[src/rtl/ctrl_pkg.sv]
// ctrl_pkg -- shared constants and types for decode_ext_exmem.
//   * opcode / funct field values of the supported instruction subset
//   * ALU control codes (alu_op_e) and immediate-extension codes (ext_op_e)
//   * ex_mem_t: packed bundle of every field held in the EX/MEM register
//   * ext_imm(): immediate extender shared by the top level
package ctrl_pkg;

    // Opcode field values (instr[31:26])
    localparam logic [5:0] OP_RTYPE = 6'h00;
    localparam logic [5:0] OP_J     = 6'h02;
    localparam logic [5:0] OP_JAL   = 6'h03;
    localparam logic [5:0] OP_BEQ   = 6'h04;
    localparam logic [5:0] OP_BNE   = 6'h05;
    localparam logic [5:0] OP_ADDI  = 6'h08;
    localparam logic [5:0] OP_ADDIU = 6'h09;
    localparam logic [5:0] OP_SLTI  = 6'h0A;
    localparam logic [5:0] OP_ANDI  = 6'h0C;
    localparam logic [5:0] OP_ORI   = 6'h0D;
    localparam logic [5:0] OP_XORI  = 6'h0E;
    localparam logic [5:0] OP_LUI   = 6'h0F;
    localparam logic [5:0] OP_LW    = 6'h23;
    localparam logic [5:0] OP_SW    = 6'h2B;

    // Funct field values (instr[5:0]) for R-type
    localparam logic [5:0] FN_SLL  = 6'h00;
    localparam logic [5:0] FN_SRL  = 6'h02;
    localparam logic [5:0] FN_SRA  = 6'h03;
    localparam logic [5:0] FN_JR   = 6'h08;
    localparam logic [5:0] FN_ADD  = 6'h20;
    localparam logic [5:0] FN_ADDU = 6'h21;
    localparam logic [5:0] FN_SUB  = 6'h22;
    localparam logic [5:0] FN_SUBU = 6'h23;
    localparam logic [5:0] FN_AND  = 6'h24;
    localparam logic [5:0] FN_OR   = 6'h25;
    localparam logic [5:0] FN_XOR  = 6'h26;
    localparam logic [5:0] FN_NOR  = 6'h27;
    localparam logic [5:0] FN_SLT  = 6'h2A;
    localparam logic [5:0] FN_SLTU = 6'h2B;

    // jump output encodings
    localparam logic [1:0] JMP_NONE = 2'b00;
    localparam logic [1:0] JMP_J    = 2'b01;
    localparam logic [1:0] JMP_JAL  = 2'b10;
    localparam logic [1:0] JMP_REG  = 2'b11;

    // Branch output encodings
    localparam logic [1:0] BR_NONE = 2'b00;
    localparam logic [1:0] BR_EQ   = 2'b01;
    localparam logic [1:0] BR_NE   = 2'b10;
    localparam logic [1:0] BR_JMP  = 2'b11;

    typedef enum logic [4:0] {
        ALU_ADD  = 5'd0,
        ALU_SUB  = 5'd1,
        ALU_AND  = 5'd2,
        ALU_OR   = 5'd3,
        ALU_XOR  = 5'd4,
        ALU_NOR  = 5'd5,
        ALU_SLT  = 5'd6,
        ALU_SLTU = 5'd7,
        ALU_SLL  = 5'd8,
        ALU_SRL  = 5'd9,
        ALU_SRA  = 5'd10
    } alu_op_e;

    typedef enum logic [1:0] {
        EXT_ZERO  = 2'b00,
        EXT_SIGN  = 2'b01,
        EXT_UPPER = 2'b10,
        EXT_ZERO2 = 2'b11
    } ext_op_e;

    // Everything the EX/MEM stage carries forward, in one vector so the
    // register sub-module stays a single load-enabled flop bank.
    typedef struct packed {
        logic [31:0] npc;
        logic [31:0] alu_c;
        logic        zero;
        logic [31:0] rt_data;
        logic [4:0]  reg_rd;
        logic [1:0]  jump;
        logic [1:0]  branch;
        logic        memr;
        logic        memw;
        logic        regw;
        logic        mem2r;
    } ex_mem_t;

    function automatic logic [31:0] ext_imm(input ext_op_e op, input logic [15:0] imm);
        logic [31:0] res;
        case (op)
            EXT_SIGN:  res = {{16{imm[15]}}, imm};
            EXT_UPPER: res = {imm, 16'h0000};
            default:   res = {16'h0000, imm};   // EXT_ZERO and EXT_ZERO2
        endcase
        return res;
    endfunction

endpackage

[src/rtl/ex_mem_reg.sv]
// ex_mem_reg -- EX/MEM pipeline register.
//   clk_i   : rising-edge clock
//   rst_n_i : asynchronous active-low reset, clears every field
//   wr_i    : load enable; when low the register holds
//   d_i     : next EX/MEM contents
//   q_o     : registered EX/MEM contents
module ex_mem_reg
    import ctrl_pkg::*;
(
    input  logic    clk_i,
    input  logic    rst_n_i,
    input  logic    wr_i,
    input  ex_mem_t d_i,
    output ex_mem_t q_o
);

    ex_mem_t ex_mem_q;
    ex_mem_t ex_mem_d;

    always_comb begin
        ex_mem_d = ex_mem_q;
        if (wr_i) begin
            ex_mem_d = d_i;
        end
    end

    always_ff @(posedge clk_i or negedge rst_n_i) begin
        if (!rst_n_i) begin
            ex_mem_q <= '0;
        end else begin
            ex_mem_q <= ex_mem_d;
        end
    end

    assign q_o = ex_mem_q;

endmodule

[src/rtl/decode_ext_exmem.sv]
// decode_ext_exmem -- control decoder, immediate extender and EX/MEM register.
//   clk, rst (async active-low)
//   Decode : OpCode, Funct -> jump, RegDst, Branch, MemR, Mem2R, MemW, RegW,
//            Alusrc, EXTOp, Aluctrl (combinational)
//   Extend : Imm16 -> Imm32 using the decoded EXTOp (combinational)
//   EX/MEM : EX_MEM_WR load enable; *_IN/_in fields registered to *_OUT/_out
// Decode and extend ignore rst; only the EX/MEM fields are reset.
module decode_ext_exmem
    import ctrl_pkg::*;
(
    input  logic        clk,
    input  logic        rst,
    // decode
    input  logic [5:0]  OpCode,
    input  logic [5:0]  Funct,
    output logic [1:0]  jump,
    output logic        RegDst,
    output logic [1:0]  Branch,
    output logic        MemR,
    output logic        Mem2R,
    output logic        MemW,
    output logic        RegW,
    output logic        Alusrc,
    output logic [1:0]  EXTOp,
    output logic [4:0]  Aluctrl,
    // extender
    input  logic [15:0] Imm16,
    output logic [31:0] Imm32,
    // EX/MEM register
    input  logic        EX_MEM_WR,
    input  logic [31:0] NPC_IN,
    output logic [31:0] NPC_OUT,
    input  logic [31:0] ALU_C_IN,
    output logic [31:0] ALU_C_OUT,
    input  logic        ZERO_IN,
    output logic        ZERO_OUT,
    input  logic [31:0] RT_DATA_IN,
    output logic [31:0] RT_DATA_OUT,
    input  logic [4:0]  reg_rd_in,
    output logic [4:0]  reg_rd_out,
    input  logic [1:0]  jump_in,
    output logic [1:0]  jump_out,
    input  logic [1:0]  Branch_IN,
    output logic [1:0]  Branch_OUT,
    input  logic        MEMR_IN,
    output logic        MEMR_OUT,
    input  logic        MEMW_IN,
    output logic        MEMW_OUT,
    input  logic        REGW_IN,
    output logic        REGW_OUT,
    input  logic        MEM2R_IN,
    output logic        MEM2R_OUT
);

    alu_op_e alu_sel;
    ext_op_e ext_sel;

    // ---------------- decode ----------------
    always_comb begin
        jump    = JMP_NONE;
        RegDst  = 1'b0;
        Branch  = BR_NONE;
        MemR    = 1'b0;
        Mem2R   = 1'b0;
        MemW    = 1'b0;
        RegW    = 1'b0;
        Alusrc  = 1'b0;
        ext_sel = EXT_ZERO;
        alu_sel = ALU_ADD;

        case (OpCode)
            OP_RTYPE: begin
                RegW = 1'b1;
                case (Funct)
                    FN_ADD, FN_ADDU: alu_sel = ALU_ADD;
                    FN_SUB, FN_SUBU: alu_sel = ALU_SUB;
                    FN_AND:          alu_sel = ALU_AND;
                    FN_OR:           alu_sel = ALU_OR;
                    FN_XOR:          alu_sel = ALU_XOR;
                    FN_NOR:          alu_sel = ALU_NOR;
                    FN_SLT:          alu_sel = ALU_SLT;
                    FN_SLTU:         alu_sel = ALU_SLTU;
                    FN_SLL:          alu_sel = ALU_SLL;
                    FN_SRL:          alu_sel = ALU_SRL;
                    FN_SRA:          alu_sel = ALU_SRA;
                    FN_JR: begin
                        RegW = 1'b0;
                        jump = JMP_REG;
                    end
                    // unknown funct is a NOP: undo the R-type write enable
                    default:         RegW = 1'b0;
                endcase
            end
            OP_ADDI, OP_ADDIU, OP_SLTI, OP_ANDI, OP_ORI, OP_XORI, OP_LUI: begin
                RegW   = 1'b1;
                RegDst = 1'b1;
                Alusrc = 1'b1;
                case (OpCode)
                    OP_SLTI: begin ext_sel = EXT_SIGN;  alu_sel = ALU_SLT; end
                    OP_ANDI: begin ext_sel = EXT_ZERO;  alu_sel = ALU_AND; end
                    OP_ORI:  begin ext_sel = EXT_ZERO;  alu_sel = ALU_OR;  end
                    OP_XORI: begin ext_sel = EXT_ZERO;  alu_sel = ALU_XOR; end
                    OP_LUI:  begin ext_sel = EXT_UPPER; alu_sel = ALU_ADD; end
                    default: begin ext_sel = EXT_SIGN;  alu_sel = ALU_ADD; end
                endcase
            end
            OP_LW: begin
                MemR    = 1'b1;
                Mem2R   = 1'b1;
                RegW    = 1'b1;
                RegDst  = 1'b1;
                Alusrc  = 1'b1;
                ext_sel = EXT_SIGN;
                alu_sel = ALU_ADD;
            end
            OP_SW: begin
                MemW    = 1'b1;
                Alusrc  = 1'b1;
                ext_sel = EXT_SIGN;
                alu_sel = ALU_ADD;
            end
            OP_BEQ: begin
                Branch  = BR_EQ;
                ext_sel = EXT_SIGN;
                alu_sel = ALU_SUB;
            end
            OP_BNE: begin
                Branch  = BR_NE;
                ext_sel = EXT_SIGN;
                alu_sel = ALU_SUB;
            end
            OP_J: begin
                Branch = BR_JMP;
                jump   = JMP_J;
            end
            OP_JAL: begin
                Branch = BR_JMP;
                jump   = JMP_JAL;
                RegW   = 1'b1;
            end
            default: ;
        endcase
    end

    assign EXTOp   = ext_sel;
    assign Aluctrl = alu_sel;

    // ---------------- extender ----------------
    assign Imm32 = ext_imm(ext_sel, Imm16);

    // ---------------- EX/MEM register ----------------
    ex_mem_t ex_mem_in;
    ex_mem_t ex_mem_out;

    assign ex_mem_in = '{
        npc:     NPC_IN,
        alu_c:   ALU_C_IN,
        zero:    ZERO_IN,
        rt_data: RT_DATA_IN,
        reg_rd:  reg_rd_in,
        jump:    jump_in,
        branch:  Branch_IN,
        memr:    MEMR_IN,
        memw:    MEMW_IN,
        regw:    REGW_IN,
        mem2r:   MEM2R_IN
    };

    ex_mem_reg u_ex_mem_reg (
        .clk_i   (clk),
        .rst_n_i (rst),
        .wr_i    (EX_MEM_WR),
        .d_i     (ex_mem_in),
        .q_o     (ex_mem_out)
    );

    assign NPC_OUT     = ex_mem_out.npc;
    assign ALU_C_OUT   = ex_mem_out.alu_c;
    assign ZERO_OUT    = ex_mem_out.zero;
    assign RT_DATA_OUT = ex_mem_out.rt_data;
    assign reg_rd_out  = ex_mem_out.reg_rd;
    assign jump_out    = ex_mem_out.jump;
    assign Branch_OUT  = ex_mem_out.branch;
    assign MEMR_OUT    = ex_mem_out.memr;
    assign MEMW_OUT    = ex_mem_out.memw;
    assign REGW_OUT    = ex_mem_out.regw;
    assign MEM2R_OUT   = ex_mem_out.mem2r;

endmodule

[config.mk]
export PLATFORM = sky130hd
export DESIGN_NAME = decode_ext_exmem
export DESIGN_NICKNAME = d
export VERILOG_FILES = /design/src/rtl/ctrl_pkg.sv /design/src/rtl/ex_mem_reg.sv /design/src/rtl/decode_ext_exmem.sv
export SDC_FILE = /design/constraint.sdc
export NUM_CORES = 1
export LEC_CHECK = 0
export BUFFER_PORTS_ARGS = -buffer_cell sky130_fd_sc_hd__buf_2
export CORE_AREA = 2 2 116 118
export CTS_CLUSTER_SIZE = 40
export DETAILED_ROUTE_END_ITERATION = 10
export DIE_AREA = 0 0 118 120
export PLACE_DENSITY = 0.71
export REMOVE_ABC_BUFFERS = 1
export SYNTH_ARGS = -nofsm -noshare
export SYNTH_HDL_FRONTEND = slang
export SYNTH_SLANG_ARGS = --single-unit
[constraint.sdc]
create_clock -name clk -period 3 [get_ports clk]
set_clock_uncertainty 0.1 [all_clocks]
set_input_delay 0.3 -clock clk [delete_from_list [all_inputs] [get_ports clk]]
set_output_delay 0.3 -clock clk [all_outputs]
set_load 0.02 [all_outputs]
==> results.md <==
Place:
- The wire-length estimate of the detail-placed layout is 9382 um.
- Once placement finished, the instance area stood at around 6400 sq um.
- During placement, the flow inserted port buffers numbering a little under 300.
- The global placement routability congestion is between 0.8 and 0.9.

Pwr:
- The leakage power is 3.355 nW.
- The share of power burned in the clock network is 35.0%.
- The switching share of power is 28.76%.
- The power density over cell area is roughly 570 nW/um^2.
- The power dissipated by switching net loads is approximately 1.1 mW.
- The internal portion of the total power is approximately 2.7 mW.
- Across the VDD grid, the largest voltage drop is 0.3582 mV.
- The share of total power dissipated in sequential elements is between 40% and 50%.
- Combinational logic burns approximately a fifth of the power.

Cells and area:
- The number of antenna diodes is 0.
- The area growth from synthesis to layout is 41.51%.
- After routing the design area is a little under 7000 sq um.
- At the end of the flow, the number of nets in the layout was 798.
- In the layout the commonest cells are 296 x sky130_fd_sc_hd__buf_2, 110 x sky130_fd_sc_hd__mux2_2, 110 x sky130_fd_sc_hd__dfrtp_1.
- The leading cell type in the layout, fill and taps excluded is sky130_fd_sc_hd__buf_2.
- The post-route netlist has between 60% and 70% of its cells at a drive strength greater than 1.
- The number of flip-flops in the largest register is between 100 and 150.

Setup path:
- The required time of the critical path is ~2600 ps.
- The launch instance of the worst register-to-register path is u_ex_mem_reg.q_o[55].
- In this run the critical register-to-register path is captured at u_ex_mem_reg.q_o[55].
- The critical path in this run is classified as primary input to primary output.
- Of all nets on the critical path, the largest fanout is 16.
- The endpoint arrival time on the critical path is 2410 ps.
- The number of cells on the worst reg-to-reg path is 1.
- The reg-to-reg setup timing slack is around 2100 ps.
- The worst setup path is launched from a primary input.
- The worst setup path is captured at a primary output.

Synthesis:
- The multiplexer area fraction after synthesis is between 20 and 30%.
- Summing the areas of all and, or, nand and nor instances in the mapped netlist gives 8.140% of the synthesized area.
- The area share of fa/ha/maj cells after synthesis is less than 1%.
- The synthesized design contains 110 register bits.
- The synthesized netlist devotes less than 1% of its cell area to XOR and XNOR gates.
- The synthesized-area fraction occupied by ao, oa, aoi and oai cells is 4.513%.
- The dominant cell type by area after synthesis is sky130_fd_sc_hd__dfrtp_1.
- A synthesized cell averages between 10 and 15 sq um.
- After synthesis, the largest family of logic cells by area is multiplexers.
- For this run, the number of Yosys warnings is 0.
- Summed over its instances, the top area cell type makes up a little under three fifths of the synthesized netlist area.
- By area the synthesized netlist is led by sky130_fd_sc_hd__dfrtp_1 57%, sky130_fd_sc_hd__mux2_2 26%, sky130_fd_sc_hd__nor2b_1 2.5%.
- The number of distinct standard cells referenced by the synthesized netlist is 37.
- The fraction of the yosys area taken by sequential cells is between 50% and 60%.
- The post-synthesis cell count is 367.
- In this run the cell area of the synthesized design comes to 4796 sq um.

Routing:
- The routed design has 12250 um of wire.
- The routed wire length per instance is between 10 and 15 um.
- Dividing the detail-routed via count by the number of cells gives 4.724.
- Before antenna repair, the detailed router went through 4 iterations.
- The number of remaining DRC errors is 0.
- In this run the remaining antenna-violating nets after routing total 0.
- The total number of vias is roughly 4000.
- The iteration-0 DRC count of the detailed router is around 170.

Floorplanning:
- In this run the standard cell core region covers roughly 13000 sq um.
- The die boundary height is around 120 um.
- The die covers between 10000 and 15000 sq um.
- The placement row count is 42.
- The I/O pin total is 300.
- The floorplan die width is between 100 and 150 um.
- The initial utilization of the core area, before any placement, comes to a little under two fifths.

Clock tree:
- The cell sitting at the root of the clock tree is a sky130_fd_sc_hd__clkbuf_16.
- The number of buffers created by CTS is 9.
- The CTS H-tree depth is 3.
- Clock-pin slew was measured on the worst setup and hold paths at approximately 80 ps.
- The clock network latency to the later pin of the worst-skew pair is 350 ps.
- TritonCTS built the clock tree.
- The tree built by TritonCTS fans out to between 100 and 150 sinks.
- In this run the post-CTS setup repair buffer count came out at 0.
- In this run the deepest clock path goes through 2 buffers.

Timing:
- The number of failing hold endpoints at the final stage is 0.
- The worst path needs about 2800 ps of the cycle, external delays included.
- In the final timing run, aggregate negative setup slack is 0 ps.
- Setup repair after global routing left no endpoint under its margin.
- The measured slew at the worst slew-check pin is 960.1 ps.
- The final number of max-transition violations came to 0.
- The final critical path takes up a little over nine tenths of the cycle.
- The maximum achievable frequency is roughly 360 MHz.
- The max-slew headroom at the worst pin is between 30 and 40%.
- Setup violations remaining at the end of the flow were counted as 0.

Min path:
- The worst hold path terminates at u_ex_mem_reg.q_o[10].
- The worst hold path begins at reg_rd_in[2].
- The instance count along the most critical hold path is 2.
- The kind of path behind the tightest hold check is primary input to register.

Status:
- The flow ran to the end, and the final reports show no timing, DRC or antenna violations.

Global route:
- The via count of the first global-routing pass is roughly 3900.
- After global routing the overflow that remains totals 0.
- The overall global routing resource usage is approximately 17%.
- The first-pass GRT wire length is ~20000 um.
- The initial antenna violation count came to 0.
- Entering global routing, the biggest net connects roughly 70 pins.

Run:
- Max-cap violations in this run came to 0.
[worst max-delay path by stage]
stage	start	end	slack (ps)	depth (start not counted)
after floorplan	OpCode[0]	Imm32[0]	560	7
after global placement	OpCode[3]	Imm32[9]	360	9
after CTS	OpCode[3]	Imm32[7]	220	9
final	OpCode[1]	Imm32[7]	190	9
after detailed placement	OpCode[3]	Imm32[7]	220	9
after global routing	OpCode[1]	Imm32[7]	6	9
[worst max-delay path, cell delays in order]
cell	delay [ps]
sky130_fd_sc_hd__buf_2	170
sky130_fd_sc_hd__and2_1	200
sky130_fd_sc_hd__nand3_1	160
sky130_fd_sc_hd__o21ai_0	130
sky130_fd_sc_hd__nand2b_1	80
sky130_fd_sc_hd__ha_1	310
sky130_fd_sc_hd__nor2_1	730
sky130_fd_sc_hd__nor2b_1	120
sky130_fd_sc_hd__buf_2	200
[synth_stat cells]
cell type                   count
sky130_fd_sc_hd__or4_4          1
sky130_fd_sc_hd__a21oi_1       23
sky130_fd_sc_hd__a22o_1         1
sky130_fd_sc_hd__clkbuf_8       2
sky130_fd_sc_hd__o31a_1         1
sky130_fd_sc_hd__nand4_1        1
sky130_fd_sc_hd__a211oi_1       1
sky130_fd_sc_hd__o2bb2ai_1      1
sky130_fd_sc_hd__nor3b_1        4
sky130_fd_sc_hd__buf_6          1
sky130_fd_sc_hd__mux2_2       110
sky130_fd_sc_hd__o21a_1         1
sky130_fd_sc_hd__o22ai_1        2
sky130_fd_sc_hd__and2_1         1
sky130_fd_sc_hd__ha_1           2
sky130_fd_sc_hd__nor3_1         3
sky130_fd_sc_hd__o21ai_0        3
sky130_fd_sc_hd__inv_1          7
sky130_fd_sc_hd__nand2_1       21
sky130_fd_sc_hd__nand3b_1       1
sky130_fd_sc_hd__nor4_1         3
sky130_fd_sc_hd__nor2b_1       19
sky130_fd_sc_hd__dfrtp_1      110
sky130_fd_sc_hd__a31oi_1        1
sky130_fd_sc_hd__o311ai_0       1
sky130_fd_sc_hd__nand3_1        4
sky130_fd_sc_hd__nand2b_1       1
sky130_fd_sc_hd__conb_1         1
sky130_fd_sc_hd__buf_4          2
sky130_fd_sc_hd__or3_1          1
sky130_fd_sc_hd__xor2_1         1
sky130_fd_sc_hd__clkbuf_2       1
sky130_fd_sc_hd__or4_1          3
sky130_fd_sc_hd__and2b_2        1
sky130_fd_sc_hd__nor2_1         9
sky130_fd_sc_hd__clkbuf_1      20
sky130_fd_sc_hd__o22a_1         2
[layout make-up]
cell class / count / area (sq um)
inverters: 7 / 26.28
repair buffers: 303 / 1562
well taps: 176 / 220.2
clock inverters: 6 / 103.9
clock buffers: 10 / 239.0
multi-input cells: 224 / 1883
fillers: 1142 / 6193
flip-flops and latches: 110 / 2753
[cell families (layout without fill, tap and decap cells)]
kind of cell / Yosys count / count (layout)
XOR/XNOR: 1 / 1
AND/OR/NAND/NOR: 73 / 73
buffers and inverters: 33 / 326
multiplexers: 110 / 110
adder cells (fa/ha/maj): 2 / 2
other: 1 / 1
flip-flops: 110 / 110
AO/OA/AOI/OAI: 37 / 37
[through the flow]
stage	setup slack [ps]	cells	power, mW	hold WS (ps)	util, %
after floorplan	559.7	341	2.151	-95.59	-
after global placement	363.7	819	2.515	220.5	49.57
after detailed placement	220.8	819	2.540	233.1	49.57
after CTS	219.8	836	3.901	58.48	52.28
after global routing	6.234	836	4.040	56.79	52.28
final	187.8	836	3.849	74.80	52.28
[timing repair]
item,in CTS,in global routing
hold buffers,1,0
endpoints found under the hold margin,43,0
gates resized for setup,0,0
[power by group through the flow]
stage | logic [mW] | registers (mW) | clock network [mW]
floorplan | 0.233 | 1.92 | 0
global placement | 0.791 | 1.72 | 0
detailed placement | 0.809 | 1.73 | 0
CTS | 0.810 | 1.70 | 1.39
global route | 0.858 | 1.72 | 1.46
finish | 0.800 | 1.70 | 1.35
[routing by layer]
metal / vias up / part of all wire [%] / track usage [%]
met5: - / 0 / 0
met4: 0 / 1.8 / 6.024
met3: 19 / 6.3 / 4.990
met2: 172 / 52 / 30.27
met1: 1904 / 40 / 19.98
li1: 1854 / - / -
Note: power is estimated with default switching activity, not from simulation.
